==> src/rtl/gate_bist_ctrl.sv <==
// Built-in self-test controller for a 2-input combinational gate.
// Walks the four input vectors 00,01,10,11 onto a_out/b_out and waits a settle
// window after each one. It then samples y_in and compares it against
// EXPECT_TT. Reports pass/fail, a saturating error count and a per-vector
// fail map. Every output is a register, so no input reaches an output
// combinationally.
module gate_bist_ctrl #(
  parameter int         SETTLE_CYCLES = 2,
  parameter logic [3:0] EXPECT_TT     = 4'b1000,
  parameter int         ERR_W         = 3
) (
  input  logic             clk,
  input  logic             rst_n,
  input  logic             start,
  output logic             a_out,
  output logic             b_out,
  input  logic             y_in,
  output logic             busy,
  output logic             done,
  output logic             pass,
  output logic [ERR_W-1:0] err_count,
  output logic [3:0]       fail_vec
);

  localparam int CNT_W      = (SETTLE_CYCLES > 1) ? $clog2(SETTLE_CYCLES + 1) : 1;
  localparam bit HAS_SETTLE = (SETTLE_CYCLES > 0);

  typedef enum logic [2:0] {
    S_IDLE, S_APPLY, S_SETTLE, S_SAMPLE, S_DONE
  } state_t;

  state_t           state, state_nxt;
  logic [1:0]       vec, vec_nxt;
  logic [CNT_W-1:0] cnt, cnt_nxt;
  logic             a_nxt, b_nxt, busy_nxt, done_nxt, pass_nxt;
  logic [ERR_W-1:0] err_nxt;
  logic [3:0]       fv_nxt;
  logic             mismatch;

  // State and result registers; reset discards any partial run
  always_ff @(posedge clk) begin
    if (!rst_n) begin
      state     <= S_IDLE;
      vec       <= '0;
      cnt       <= '0;
      a_out     <= 1'b0;
      b_out     <= 1'b0;
      busy      <= 1'b0;
      done      <= 1'b0;
      pass      <= 1'b0;
      err_count <= '0;
      fail_vec  <= '0;
    end else begin
      state     <= state_nxt;
      vec       <= vec_nxt;
      cnt       <= cnt_nxt;
      a_out     <= a_nxt;
      b_out     <= b_nxt;
      busy      <= busy_nxt;
      done      <= done_nxt;
      pass      <= pass_nxt;
      err_count <= err_nxt;
      fail_vec  <= fv_nxt;
    end
  end

  // Next-state and next-output logic; everything holds unless a state moves it
  always_comb begin
    state_nxt = state;
    vec_nxt   = vec;
    cnt_nxt   = cnt;
    a_nxt     = a_out;
    b_nxt     = b_out;
    busy_nxt  = busy;
    done_nxt  = done;
    pass_nxt  = pass;
    err_nxt   = err_count;
    fv_nxt    = fail_vec;
    // Case-inequality so that an X/Z on y_in counts as a failure
    mismatch  = (y_in !== EXPECT_TT[vec]);

    case (state)
      S_IDLE: begin
        if (start) begin
          state_nxt = S_APPLY;
          vec_nxt   = 2'd0;
          a_nxt     = 1'b0;
          b_nxt     = 1'b0;
          busy_nxt  = 1'b1;
          done_nxt  = 1'b0;
          pass_nxt  = 1'b0;
          err_nxt   = '0;
          fv_nxt    = '0;
        end
      end
      S_APPLY: begin
        cnt_nxt   = CNT_W'(SETTLE_CYCLES);
        state_nxt = HAS_SETTLE ? S_SETTLE : S_SAMPLE;
      end
      S_SETTLE: begin
        cnt_nxt = cnt - CNT_W'(1);
        if (cnt <= CNT_W'(1)) state_nxt = S_SAMPLE;
      end
      S_SAMPLE: begin
        if (mismatch) begin
          fv_nxt[vec] = 1'b1;
          if (!(&err_count)) err_nxt = err_count + ERR_W'(1);
        end
        if (vec != 2'd3) begin
          vec_nxt          = vec + 2'd1;
          {a_nxt, b_nxt}   = vec + 2'd1;
          state_nxt        = S_APPLY;
        end else begin
          // Final compare is folded in through fv_nxt on this same edge
          state_nxt = S_DONE;
          busy_nxt  = 1'b0;
          done_nxt  = 1'b1;
          pass_nxt  = (fv_nxt == 4'd0);
        end
      end
      S_DONE: begin
        a_nxt     = 1'b0;
        b_nxt     = 1'b0;
        state_nxt = S_IDLE;
      end
      default: state_nxt = S_IDLE;
    endcase
  end

endmodule

==> config.mk <==
export PLATFORM = sky130hd
export DESIGN_NAME = gate_bist_ctrl
export DESIGN_NICKNAME = d
export VERILOG_FILES = /design/src/rtl/gate_bist_ctrl.sv
export SDC_FILE = /design/constraint.sdc
export NUM_CORES = 1
export LEC_CHECK = 0
export CORE_ASPECT_RATIO = 1.2
export CORE_MARGIN = 1.5
export CORE_UTILIZATION = 55
export DETAILED_ROUTE_END_ITERATION = 12
export PLACE_DENSITY = 0.82
export SLEW_MARGIN = 20
export SYNTH_ARGS = -nofsm -noshare
export SYNTH_HDL_FRONTEND = slang
export SYNTH_SLANG_ARGS = --single-unit
==> constraint.sdc <==
create_clock -name clk -period 4 [get_ports clk]
set_input_delay 0.4 -clock clk [delete_from_list [all_inputs] [get_ports clk]]
set_output_delay 0.4 -clock clk [all_outputs]
set_load 0.03 [all_outputs]
# Yosys cells after proc, flatten, opt, wreduce, memory -nomap -nowiden
# Cells that the tools add are included.
[op_classes]
n_addsub = 3
n_lt_le_gt_ge = 3
eq_ne = 12
n_mux = 32
bitwise_logic = 1
n_reduce_logical = 13
[op_table]
columns = ["operator", "count"]
rows = [
  ["$mux 3", 6],
  ["$ne 2x2->1 const B", 7],
  ["$mux 4", 3],
  ["$pmux 3 s4", 1],
  ["$reduce_and 3->1", 4],
  ["$mux 1", 9],
  ["$pmux 2 s2", 2],
  ["$pmux 4 s2", 1],
  ["$eq 3x2->1 const B", 2],
  ["$pmux 1 s2", 3],
  ["$pmux 1 s3", 2],
  ["$pmux 3 s2", 1],
  ["$logic_not 4->1", 1],
  ["$mux 2", 2],
  ["$or 4x4->4", 1],
  ["$reduce_and 2->1", 2],
  ["$reduce_and 4->1", 1],
  ["$reduce_bool 2->1", 2],
  ["$add 3x1->3 const B", 1],
  ["$eq 3x1->1 const B", 1],
  ["$eq 3x3->1 const B", 1],
  ["$logic_not 3->1", 1],
  ["$lt 2x3->1 const B", 1],
  ["$reduce_bool 3->1", 1],
  ["other kinds (8)", 8],
]
[word_totals]
reg_bits = 19
inputBits = 4
out_inout_bits = 12
wordCells = 74

# Longest topological paths before layout
[depth]
word_depth = 10
mapped_depth = 5
ltp_nobuf = 5

# Least setup slack after synthesis
# Ideal clock, no wire load.
[synth_timing]
path_type = "register -> register"
start = "register err_count[0]"
end = "register err_count[0]"
setup_time_ns = 0.072
arrival_ns = 1.450
required_time_ns = 3.928
path_slack_ns = 2.478
stages_incl_launch_ff = 5
n_path_buf = 0
period_less_slack_ns = 1.522
cell_sequence = "dfxtp_1 > ha_1 > ha_1 > nor4_2 > mux2i_1"
[synth_via]
elab_chain_len = 4
word_cells_on_any_way = 7
classes_between = "add/sub (1); eq/ne (1); mux (3); reduce/logical (2)"
[synth_lines]
columns = ["element", "line_no", "text"]
rows = [
  ["start: declaration", "21", "output logic [ERR_W-1:0] err_count,"],
  ["start signal: assignment", "62", "err_count <= err_nxt;"],
  ["$add 3x1->3", "107", "if (!(&err_count)) err_nxt = err_count + ERR_W'(1);"],
  ["$mux 3", "107", ""],
  ["$mux 3", "105", "if (mismatch) begin"],
  ["$pmux 3 s2", "82", "case (state)"],
]
# Parallel ways exist; a longest one is shown, timed or not. The select of a mux whose other input is x is not followed.
# A chain may end at the register's enable or synchronous reset.

# Worst setup path in the final report
[layout_timing]
start = "register fail_vec[3]"
end = "output fail_vec[3]"
[layout_rtl]
columns = ["element", "line_no", "text"]
rows = [
  ["start: declaration", "22", "output logic [3:0] fail_vec"],
  ["start signal: assignment", "63", "fail_vec <= fv_nxt;"],
]
# No word-level cell between the ends.

==> results by group <==
STA
  – Relative slew slack: 0.544
  – Tmin final: 1.77 ns
  – Max Clk Rate: 565 MHz
  – Clock skew: 0.0126 ns
  – Final setup fails: 0
  – RSZ-0062 raised after global routing: no
  – Slew @ Worst Pin: ~0.68 ns
  – Final hold violations: 0
  – Final period utilization: 0.442
  – Setup TNS Final: 0 ns
  – Fin. max-slew vios: 0
  – Setup ws final: roughly 2.2 ns

Clocking
  – CTS tree: built
  – Worst-path clk slew: 0.12 ns
  – Clock buffer depth: 2
  – H-tree levels: 1
  – CTS-repair resized insts: 0
  – Post-CTS Setup Inserts: 0
  – Worst skew pair latency: roughly 0.30 ns
  – Post-CTS Hold Buffers: 0
  – CTS buffer count: 3
  – CTS Root Cell: clkbuf_4
  – CTS sink cnt: 19

Logic synthesis
  – YS warnings: 0
  – Fraction of registers with async set/reset: 0
  – Largest family of logic cells by synthesized area: simple AND/OR/NAND/NOR gates
  – Ys flop type: dfxtp_1
  – Post-synth EDFFs: 0
  – Adder-cell share of the synthesized area: 0.102
  – Simple logic cell fraction of the synthesized area: 0.254
  – Post-synthesis compound-gate area fraction: 0.153
  – Register area share after synthesis: 0.388
  – Synth Cell Area: 981 µm²
  – Syn nets: ~110
  – Mean Syn Cell Area: 9.81 µm²
  – Post-synthesis xor/xnor area fraction: 0.0268
  – Multiplexer area fraction after synthesis: 0.0306
  – Synth Instances: 100
  – Yosys cell types: 37
  – Yosys reg bits: 19

Power
  – Maximum vdd drop: 0.272 mV
  – PwrDens: 329 nW/µm²
  – Lkg Pwr: 0.000447 µW

Final layout
  – Fraction of layout cells with a size suffix above 1: 0.0708
  – Area grow syn2layout: 16.8%
  – Fin nets: roughly 130
  – Most common cell after layout, fill and taps aside: dfxtp_1
  – Antenna Cells: 0
  – Most frequent cells in the layout: dfxtp_1 (19), clkdlybuf4s50_1 (15), ha_1 (8)
  – Fillers: between 100 and 150

Outcome
  – Status: completed

Detailed routing
  – Highest routed layer: met4
  – DRT Pass-1 Iters: 4
  – Wl on met1: 845 µm
  – Routed wire per std cell: 13.6 µm
  – DRT iter0 DRCs: 13
  – Met3 wire length: 55 µm
  – # DRC: 0
  – Via count: slightly below 800
  – Detailed Route WL: roughly 1.8 mm
  – Vias per cell: between 5 and 6
  – Antenna Nets Post-Route: 0
  – Routed length on met2: between 800 and 900 µm

Critical path
  – Delay-heaviest family, CP: buffers and inverters
  – Worst Path Arrival: 1.37 ns
  – Slowest cell on the critical path: clkdlybuf4s50_1
  – CP Max Fanout: 3
  – Critical path cell sequence: clkdlybuf4s50_1
  – CP peak stage delay: 0.68 ns
  – Required time of the worst setup path: 3.60 ns
  – CP startpoint kind: register
  – Worst Setup End Kind: output port
  – Critical path class: register to output port
  – Buf/Inv on CP: 1

Global route
  – Initial antenna violation count: 0
  – GRT Total Usage: 0.178
  – First-pass GRT wire length: 2.90 mm
  – Largest net degree at the start of global routing: 25
  – Vias in the first global route: 707
  – Global route total overflow: 0

Run
  – Max cap viols: 0

Placed design
  – Placement Setup Slack: 2.14 ns
  – DP HPWL: between 1 and 1.5 mm
  – GP Congestion: 0.785
  – Port buffer count: 15

Floorplanning
  – Io pins: 16
  – Initial Util: 0.590
  – Die Ht: around 49 µm
  – Core area: roughly 1700 µm²
  – Row count: 16
  – DIE WIDTH: 41.6 µm
  – Die area: 2050 µm²

Min path
  – HP Class: register to register
==> per-layer routing <==
layer  vias up  GRT usage
li1        396          -
met1       360      0.217
met2        15      0.299
met3         4     0.0333
met4         0     0.0806
met5         -          0
==> cells in the mapped netlist (2+ instances only) <==
master | number | share of area
ha_1 | 8 | 0.10
nor2_1 | 5 | 0.019
inv_1 | 3 | 0.011
nand3_1 | 3 | 0.015
nor3b_1 | 2 | 0.015
dfxtp_1 | 19 | 0.39
and3_1 | 2 | 0.013
nand4_1 | 2 | 0.013
nor4_1 | 2 | 0.013
a21oi_1 | 4 | 0.020
mux2i_1 | 3 | 0.031
a32oi_1 | 4 | 0.036
buf_2 | 3 | 0.015
xnor2_1 | 2 | 0.018
clkbuf_1 | 2 | 0.0077
o21ai_0 | 3 | 0.015
nand2b_1 | 2 | 0.013
nand2_1 | 5 | 0.019
and3b_1 | 3 | 0.027
nor2b_1 | 5 | 0.032
or3b_2 | 2 | 0.018
==> registers in the layout, summed over array words and instances, names as in the netlist <==
register	cells
pass	1
fail_vec	4
state	3
a_out	1
err_count	3
done	1
cnt	2
b_out	1
busy	1
vec	2
==> logic make-up after synthesis <==
group / Yosys count
adders and majority gates: 8
muxes: 3
and+or+nand+nor: 38
AOI/OAI and AO/OA: 20
buffers and inverters: 9
DFF: 19
xor gates and xnor gates: 3
==> cell type report <==
class                           instances  area (µm²)  share of cell area
Clock buffer                            4        26.3              0.0229
Inverter                                3        11.3             0.00983
Multi-Input combinational cell         72         556               0.485
Sequential cell                        19         380               0.332
Tap cell                               18        22.5              0.0197
Timing Repair Buffer                   15         150               0.131
==> power by group <==
part / total (µW) / internal, µW / switching, µW
Clock: 98.4 / 38.8 / 59.6
Combinational: 63.7 / 33.0 / 30.7
Sequential: 215 / 199 / 16.7
Total: 377 / 271 / 107
==> through the flow <==
| stage | instance area, µm² | util | total power [µW] | instances | hold slack, ns |
|---|---|---|---|---|---|
| CTS | 1150 | 0.690 | 378 | 131 | 0.476 |
| floorplan | 981 | - | 270 | 100 | 0.485 |
| global route | 1150 | 0.690 | 394 | 131 | 0.503 |
| detailed placement | 1120 | 0.674 | 283 | 127 | 0.446 |
| finish | 1150 | 0.690 | 377 | 131 | 0.479 |
| global placement | 1120 | 0.674 | 280 | 127 | 0.449 |
==> worst reg2reg max path, delay by kind of cell, from the launching register on <==
| kind | cells | cell delay [ns] |
|---|---|---|
| xor gates and xnor gates | 1 | 0.13 |
| muxes | 1 | 0.25 |
| DFF | 1 | 0.46 |
| and+or+nand+nor | 1 | 0.46 |
| adders and majority gates | 1 | 0.28 |
==> final timing paths <==
| kind | start | to | slack, ns | depth (start not counted) |
|---|---|---|---|---|
| setup / recovery | fail_vec[3] | fail_vec[3] | 2.23 | 1 |
| hold / removal | a_out | a_out | 0.48 | 1 |
| setup reg to reg | vec[0] | err_count[0] | 2.34 | 4 |
| hold reg to reg | a_out | a_out | 0.48 | 1 |
No activity file was read; power rests on OpenSTA's default activity.
